## src/rtl/blink_sched.sv

```systemverilog
// Programmable LED blink sequencer: plays a latched bit pattern one bit per step,
// with a programmable step period and pass count, entirely in the clk domain.
module blink_sched #(
  parameter int CNT_W = 24,
  parameter int PAT_W = 16,
  parameter int LEN_W = 4
) (
  input  logic             clk,
  input  logic             rst,
  input  logic             cfg_valid,
  output logic             cfg_ready,
  input  logic [CNT_W-1:0] cfg_period,
  input  logic [PAT_W-1:0] cfg_pattern,
  input  logic [LEN_W-1:0] cfg_len,
  input  logic [7:0]       cfg_reps,
  input  logic             abort,
  output logic             led,
  output logic             step_tick,
  output logic             busy,
  output logic             done
);

  localparam logic [LEN_W-1:0] LEN_MAX = LEN_W'(PAT_W - 1);

  typedef enum logic [1:0] {
    IDLE = 2'd0,
    RUN  = 2'd1,
    DONE = 2'd2
  } state_e;

  state_e             state_q, state_d;
  logic [CNT_W-1:0]   per_q, per_d;
  logic [PAT_W-1:0]   pat_q, pat_d;
  logic [LEN_W-1:0]   len_q, len_d;
  logic [7:0]         reps_q, reps_d;
  logic [CNT_W-1:0]   cnt_q, cnt_d;
  logic [LEN_W-1:0]   step_q, step_d;
  logic [7:0]         rep_q, rep_d;
  // Upcoming pattern bits of the current pass; bit 0 is the next step's LED value.
  logic [PAT_W-2:0]   sh_q, sh_d;
  logic               led_q, led_d;
  logic               step_end;

  assign step_end  = (state_q == RUN) && (cnt_q == per_q);
  assign step_tick = step_end && !abort;
  assign cfg_ready = (state_q == IDLE);
  assign busy      = (state_q == RUN);
  assign done      = (state_q == DONE);
  assign led       = led_q;

  // NOTE: every variable gets its default first so no path leaves it unassigned (no latches).
  always_comb begin
    state_d = state_q;
    per_d   = per_q;
    pat_d   = pat_q;
    len_d   = len_q;
    reps_d  = reps_q;
    cnt_d   = cnt_q;
    step_d  = step_q;
    rep_d   = rep_q;
    sh_d    = sh_q;
    led_d   = led_q;

    unique case (state_q)
      IDLE: begin
        led_d = 1'b0;
        if (cfg_valid) begin
          state_d = RUN;
          per_d   = cfg_period;
          pat_d   = cfg_pattern;
          len_d   = (cfg_len > LEN_MAX) ? LEN_MAX : cfg_len;
          reps_d  = cfg_reps;
          cnt_d   = '0;
          step_d  = '0;
          rep_d   = '0;
          sh_d    = cfg_pattern[PAT_W-1:1];
          led_d   = cfg_pattern[0];
        end
      end
      RUN: begin
        if (abort) begin
          state_d = IDLE;
          led_d   = 1'b0;
          cnt_d   = '0;
          step_d  = '0;
          rep_d   = '0;
        end else if (step_end) begin
          cnt_d = '0;
          if (step_q < len_q) begin
            step_d = step_q + LEN_W'(1);
            led_d  = sh_q[0];
            sh_d   = sh_q >> 1;
          end else if (reps_q == 8'd0 || rep_q < reps_q - 8'd1) begin
            // Endless playback keeps rep_q pinned at all-ones instead of wrapping.
            rep_d  = (rep_q == 8'hFF) ? rep_q : rep_q + 8'd1;
            step_d = '0;
            led_d  = pat_q[0];
            sh_d   = pat_q[PAT_W-1:1];
          end else begin
            state_d = DONE;
            led_d   = 1'b0;
            step_d  = '0;
            rep_d   = '0;
          end
        end else begin
          cnt_d = cnt_q + CNT_W'(1);
        end
      end
      DONE: begin
        state_d = IDLE;
        led_d   = 1'b0;
        cnt_d   = '0;
        step_d  = '0;
        rep_d   = '0;
      end
      default: begin
        state_d = IDLE;
        led_d   = 1'b0;
      end
    endcase
  end

  // NOTE: state registers use non-blocking assignments so all flops update together.
  always_ff @(posedge clk) begin
    if (rst) begin
      state_q <= IDLE;
      per_q   <= '0;
      pat_q   <= '0;
      len_q   <= '0;
      reps_q  <= '0;
      cnt_q   <= '0;
      step_q  <= '0;
      rep_q   <= '0;
      sh_q    <= '0;
      led_q   <= 1'b0;
    end else begin
      state_q <= state_d;
      per_q   <= per_d;
      pat_q   <= pat_d;
      len_q   <= len_d;
      reps_q  <= reps_d;
      cnt_q   <= cnt_d;
      step_q  <= step_d;
      rep_q   <= rep_d;
      sh_q    <= sh_d;
      led_q   <= led_d;
    end
  end

endmodule

```

## config.mk

```make
export PLATFORM = sky130hd
export DESIGN_NAME = blink_sched
export DESIGN_NICKNAME = d
export VERILOG_FILES = /design/src/rtl/blink_sched.sv
export SDC_FILE = /design/constraint.sdc
export NUM_CORES = 1
export LEC_CHECK = 0
export CAP_MARGIN = 20
export CORE_MARGIN = 2
export CORE_UTILIZATION = 50
export CTS_CLUSTER_SIZE = 25
export DETAILED_ROUTE_END_ITERATION = 8
export GPL_TIMING_DRIVEN = 0
export PLACE_DENSITY = 0.81
export SLEW_MARGIN = 5
export SYNTH_ARGS = -nofsm -noshare
export SYNTH_HDL_FRONTEND = slang
export SYNTH_SLANG_ARGS = --single-unit
```

## constraint.sdc

```tcl
create_clock -name clk -period 7.2 [get_ports clk]
set_input_delay 1.44 -clock clk [delete_from_list [all_inputs] [get_ports clk]]
set_output_delay 1.44 -clock clk [all_outputs]
set_load 0.02 [all_outputs]
```

After elaboration in Yosys (flattened, before gate mapping)
Cells that the tools add are included.

Input bits: 56. Bits in read-only memories: 0. Flip-flop bits (word level): 106. RAM bits: 0. Bits in latches: 0. Memories: 0.

Multiplexer cells: 35. Eq/ne operators: 12. Reduce and logical (&&, ||, !) cells: 14. Bitwise operators: 0. Add/subtract/negate cells: 4. Multipliers: 0. Divide/modulo/power cells: 0. Shifts and indexed selects: 0. $lt $le $gt $ge: 3.

Operators by type and width (count): 15-bit two-way mux (5); 24-bit two-way mux (3); 24-bit one-hot mux with 3 select lines (1); 8-bit two-way mux (6); 15-bit one-hot mux with 2 select lines (1); 24-bit by 1-bit adder with 24-bit output, second input constant (1); 24-bit equality test (1); 8-bit one-hot mux with 3 select lines (1); 4-bit two-way mux (5); 4-bit one-hot mux with 3 select lines (1); 2-bit two-way mux (5); 5-bit AND reduction (2); 8-bit by 1-bit adder with 8-bit output, second input constant (1); 8-bit equality test, second input constant (1); 8-bit logical NOT (1); 8-bit less-than comparator (1); 8-bit by 1-bit subtractor with 8-bit output, second input constant (1); 3-bit != test, second input constant (2); 1-bit two-way mux (5); 4-bit by 1-bit adder with 4-bit output, second input constant (1); 4-bit > comparator, second input constant (1); 4-bit less-than comparator (1); 2-bit != test, second input constant (2); 4-bit != test, second input constant (1); 16 further kinds (18).

Depth between registers and ports, before layout
Gate-level depths: netlist of the first run.

Word-level depth: 8. Mapped depth: 12. Mapped depth without buffers: 11.

Worst setup path after synthesis of the first run
No wires, ideal clock.

Kind: input-to-output. Start point: in abort. End point: out step_tick. Data arrival time: 2.215 ns. Required time: 5.760 ns. Slack: 3.545 ns. Stages on the path: 2. Path through: nand2b_1 nor3_1.

Longest elaborated chain between the ends: 2.

Ends and longest elaborated chain: start, declared (line 16) `input logic abort,`; 1-bit logical NOT (line 45) `assign step_tick = step_end && !abort;`; 1-bit logical AND (line 45); end, declared (line 18) `output logic step_tick,`.

No other way between the ends.

Final worst setup path of the first run
Ends and elaborated chain as after synthesis.

==> impl_results.rst, run 1 <==
.. list-table::
   :header-rows: 1

   * - Metric
     - Value
   * - Run status
     - finished, final reports clean
   * - Max stage delay on crit path
     - 0.67 ns
   * - Vias per cell
     - 5.50
   * - Critical-path cell list
     - clkdlybuf4s50_1 > nand2b_1 > nor3_1 > clkdlybuf4s50_1
   * - R2R Path Start
     - reps_q[0]$_SDFFE_PP0P_
   * - Count of endpoints failing setup in the final report
     - 0
   * - Logic depth of the worst setup path including buffers
     - 4
   * - Timing startpoint of the critical path
     - abort
   * - Capturing element type of the critical path
     - output port
   * - Required time of the critical path
     - 5.76 ns
   * - Sequential share of the synthesized area
     - 40.3%
   * - Global-route wire length before repair
     - 20700 um
   * - Max H-tree Level
     - 3
   * - Kind of launch point of the worst setup path
     - input port
   * - Total Die Area
     - 11400 um2
   * - Hold bufs inserted after CTS
     - 0
   * - Num rows
     - 37
   * - Latest clock arrival within the worst-skew pair
     - 0.38 ns
   * - Y dimension of the die
     - 107 um
   * - CORE AREA
     - 10300 um2
   * - Starting density of the core
     - 51.3%
   * - Combined buffer and inverter count along the critical path
     - 2
   * - Synth Instances
     - 641
   * - VDD IR-drop max
     - 0.0887 mV
   * - Max-slew headroom at the worst pin
     - 28.8%
   * - Post-synthesis cell area
     - 5270 um2
   * - Area share of the largest cell type after synthesis
     - 40.3%
   * - Clock transition at the registers of the reported paths
     - 0.10 ns
   * - Detailed-route via count
     - 4691
   * - Vias in the first global route
     - 4383
   * - Setup TNS
     - 0 ns
   * - Final Hold Slack
     - 0.462 ns
   * - DRC Markers
     - 0
   * - Leakage
     - 0.00235 uW
   * - Synthesized flop and latch total
     - 106
   * - CTS Buf Count
     - 9
   * - Longest Clk Path Bufs
     - 2
   * - Number of enable flip-flop cells after synthesis
     - 0
   * - Number of cells upsized or downsized after cts
     - 0
   * - Io pins
     - 61
   * - Average cell area after synthesis
     - 8.22 um2
   * - Number of violations of the max-capacitance limit
     - 0
   * - Number of nets with antenna violations after detailed routing
     - 0
   * - Power density normalized to cell area
     - 202 nW/um2
   * - Worst reg2reg path depth
     - 12
   * - Cell types with the highest counts after synthesis
     - 169 x sky130_fd_sc_hd__nand2_1, 106 x sky130_fd_sc_hd__dfxtp_1, 63 x sky130_fd_sc_hd__a21oi_1, 46 x sky130_fd_sc_hd__nor2_1, 38 x sky130_fd_sc_hd__xor2_1
   * - Min-delay worst type
     - register to register
   * - Cell area after placement
     - 6040 um2
   * - Cell total after placement
     - 837
   * - Final Routed Wirelength
     - 12700 um
   * - Number of inserted diodes
     - 0
   * - Hold path cells
     - 2
   * - Measured slew at the worst slew-check pin
     - 1.07 ns
   * - Ys Warns
     - 0
   * - Period minus WS final
     - 4.63 ns
   * - Total clock sinks
     - 106
   * - Number of design-rule violations left by the first detailed-router iteration
     - 268
   * - RSZ-0062 raised after global routing
     - false
   * - Largest delay contributor family on the critical path
     - buffers and inverters
   * - Layout overhead on the synthesized area
     - 18.3%
   * - DIE WIDTH
     - 107 um
   * - Net count after synthesis
     - 711
   * - Share of synthesized registers carrying an async set or reset
     - 0%
   * - Number of pins with negative max-slew slack in the final report
     - 0
   * - Yosys cell types
     - 55
   * - Top fanout value on the critical path
     - 5
   * - Final standard cell area without fillers
     - 6230 um2
   * - Total track usage
     - 22.8%
   * - Routed length per instance
     - 14.9 um
   * - Final Net Count
     - 782
   * - Worst hold start
     - pat_q[13]$_SDFFE_PP0P_
   * - Ranking of synthesized cells by area
     - sky130_fd_sc_hd__dfxtp_1 40%, sky130_fd_sc_hd__nand2_1 12%, sky130_fd_sc_hd__xor2_1 6.3%
   * - IO Port Bufs
     - 60
   * - Clock tree from TritonCTS
     - built
   * - Fill cell total of the finished layout
     - 897
   * - HPWL after DPL
     - 9460 um
   * - Period utilization
     - 64.4%
   * - Post-synthesis cell type with the largest combined area
     - sky130_fd_sc_hd__dfxtp_1
   * - Library cell appearing most often on the critical path
     - sky130_fd_sc_hd__clkdlybuf4s50_1
   * - Critical path's slowest cell
     - sky130_fd_sc_hd__clkdlybuf4s50_1
   * - Layout cell share with drive strength beyond 1
     - 5.16%
   * - First-pass iteration count of the detailed router
     - 5
   * - Path type of the worst setup path
     - input port to output port
   * - Number of non-filler instances in the completed layout
     - 853
   * - Grt ovf
     - 0
   * - Weighted congestion at the end of routability-driven global placement
     - 0.885
   * - Post-CTS Setup Bufs
     - 0
   * - Most frequently used cell type in the post-synthesis netlist
     - sky130_fd_sc_hd__nand2_1
   * - Number of antenna violations at the first check in global routing
     - 0
   * - Main flop type after synthesis
     - sky130_fd_sc_hd__dfxtp_1
   * - Achievable clock frequency
     - 216 MHz
   * - Total count of hold-check failures in the final report
     - 0
   * - Cell at the root of the clock tree
     - sky130_fd_sc_hd__clkbuf_8
   * - Endpoint arrival time on the critical path
     - 3.19 ns
   * - Largest net degree at the start of global routing
     - 18
   * - Worst clock skew on the final layout
     - 0.0159 ns
-- worst register-to-register path, cell delays in order (launching register included) --
cell and delay, ns:
sky130_fd_sc_hd__dfxtp_1 0.35, sky130_fd_sc_hd__nor3_1 0.28, sky130_fd_sc_hd__or3b_2 0.50, sky130_fd_sc_hd__nor3_1 0.19, sky130_fd_sc_hd__xnor2_1 0.10, sky130_fd_sc_hd__ha_1 0.34
sky130_fd_sc_hd__nand4_1 0.11, sky130_fd_sc_hd__a221oi_1 0.25, sky130_fd_sc_hd__o32a_1 0.33, sky130_fd_sc_hd__a2111oi_4 0.12, sky130_fd_sc_hd__nor2_2 0.31, sky130_fd_sc_hd__buf_6 0.23
sky130_fd_sc_hd__mux2i_1 0.22
-- sequential cells by signal, summed over array words and instances (netlist names) --
register / cells
led: 1
state_q: 2
pat_q: 16
per_q: 24
rep_q: 8
step_q: 4
sh_q: 15
cnt_q: 24
len_q: 4
reps_q: 8
-- through the flow --
step / utilization, % / worst slack (ns) / total power [uW]
floorplan: - / 3.55 / 810
global placement: 58.8 / 2.56 / 886
detailed placement: 58.8 / 2.57 / 896
CTS: 60.7 / 2.56 / 1260
global route: 60.7 / 2.54 / 1310
finish: 60.7 / 2.57 / 1260
-- power breakdown --
| part | switching, uW | total, uW | internal, uW |
|---|---|---|---|
| registers | 23.2 | 641 | 617 |
| clock network | 210 | 371 | 162 |
| logic | 141 | 244 | 104 |
-- cell families (layout without fill, tap and decap cells) --
kind of cell               count (synthesis)  in the layout  synth area share, %
and+or+nand+nor                          290            290                 25.3
adders and majority gates                 14             14                 3.33
buffers and inverters                     47            123                 3.99
DFF                                      106            106                 40.3
AOI/OAI and AO/OA                        118            118                 15.7
xor gates and xnor gates                  52             52                 8.79
muxes                                     14             14                 2.66
-- layout make-up --
type | count | area (um2) | share of cell area (%)
Multi-Input combinational cell | 488 | 2940 | 47.1
Clock inverter | 6 | 67.6 | 1.08
Tap cell | 136 | 170 | 2.73
Clock buffer | 10 | 128 | 2.05
Inverter | 11 | 41.3 | 0.662
Timing Repair Buffer | 60 | 601 | 9.63
Buffer | 36 | 169 | 2.71
Sequential cell | 106 | 2120 | 34.0
-- metal layers --
layer | vias up | global-route usage (%) | share of wire [%]
li1 | 2333 | - | -
met2 | 134 | 37.6 | 47
met4 | 0 | 6.59 | 1.7
met3 | 21 | 5.11 | 5.6
met1 | 2203 | 30.0 | 46
met5 | - | 0 | 0
-- placed cells by master (no fill, tap or decap), types with 3 or more instances in the layout --
cell type	count
sky130_fd_sc_hd__xnor2_1	13
sky130_fd_sc_hd__nand3_1	20
sky130_fd_sc_hd__buf_6	4
sky130_fd_sc_hd__dfxtp_1	106
sky130_fd_sc_hd__clkbuf_1	27
sky130_fd_sc_hd__mux2i_1	14
sky130_fd_sc_hd__a311o_1	14
sky130_fd_sc_hd__inv_1	11
sky130_fd_sc_hd__xor2_1	38
sky130_fd_sc_hd__clkbuf_8	9
sky130_fd_sc_hd__nand4_1	13
sky130_fd_sc_hd__clkdlybuf4s50_1	60
sky130_fd_sc_hd__a31oi_1	3
sky130_fd_sc_hd__nor2b_1	4
sky130_fd_sc_hd__buf_2	3
sky130_fd_sc_hd__a211oi_1	3
sky130_fd_sc_hd__and4_1	3
sky130_fd_sc_hd__nor2_1	46
sky130_fd_sc_hd__o21ai_1	3
sky130_fd_sc_hd__nand2_1	169
sky130_fd_sc_hd__nand2b_1	4
sky130_fd_sc_hd__ha_1	14
sky130_fd_sc_hd__and3_1	7
sky130_fd_sc_hd__nor4_4	4
sky130_fd_sc_hd__nor3_1	8
sky130_fd_sc_hd__buf_1	3
sky130_fd_sc_hd__o21ai_0	8
sky130_fd_sc_hd__a21oi_1	63
-- worst paths after layout --
path | slack (ns) | endpoint
setup / recovery | 2.57 | step_tick
hold / removal | 0.46 | pat_q[13]$_SDFFE_PP0P_
setup reg to reg | 3.80 | sh_q[7]$_SDFFE_PP0P_
hold reg to reg | 0.46 | pat_q[13]$_SDFFE_PP0P_
(Power assumes the default switching activity.)
==> inputs of run 2 (changes only) <==
Clock period 7.2 ns to 4.5 ns, I/O delays scaled along.
==> results of run 2 <==
Same layout as run 1 (identical final DEF). Status: finished, final reports clean.
Among the figures that moved: setup slack after placement 2.57 ns -> 0.946 ns; setup slack after layout 2.57 ns -> 0.946 ns; register-to-register setup slack 3.80 ns -> 1.10 ns; total power 1260 uW -> 2010 uW; worst IR drop on VDD 0.0887 mV -> 0.142 mV
==> inputs of run 3 (changes only) <==
Clock period 4.5 ns to 3.7 ns, I/O delays scaled along.
==> results of run 3 <==
Same layout as run 1 (identical final DEF). Status: finished, final reports clean.
Among the figures that moved: setup slack after placement 2.57 ns -> 0.333 ns; clock-pin slew on the worst setup and hold paths 0.10 ns -> 0.11 ns; setup slack after layout 2.57 ns -> 0.304 ns; start point of the critical path abort -> reps_q[0]$_SDFFE_PP0P_; end point of the critical path step_tick -> sh_q[7]$_SDFFE_PP0P_; register-to-register setup slack 3.80 ns -> 0.30 ns; total power 1260 uW -> 2440 uW; worst IR drop on VDD 0.0887 mV -> 0.173 mV
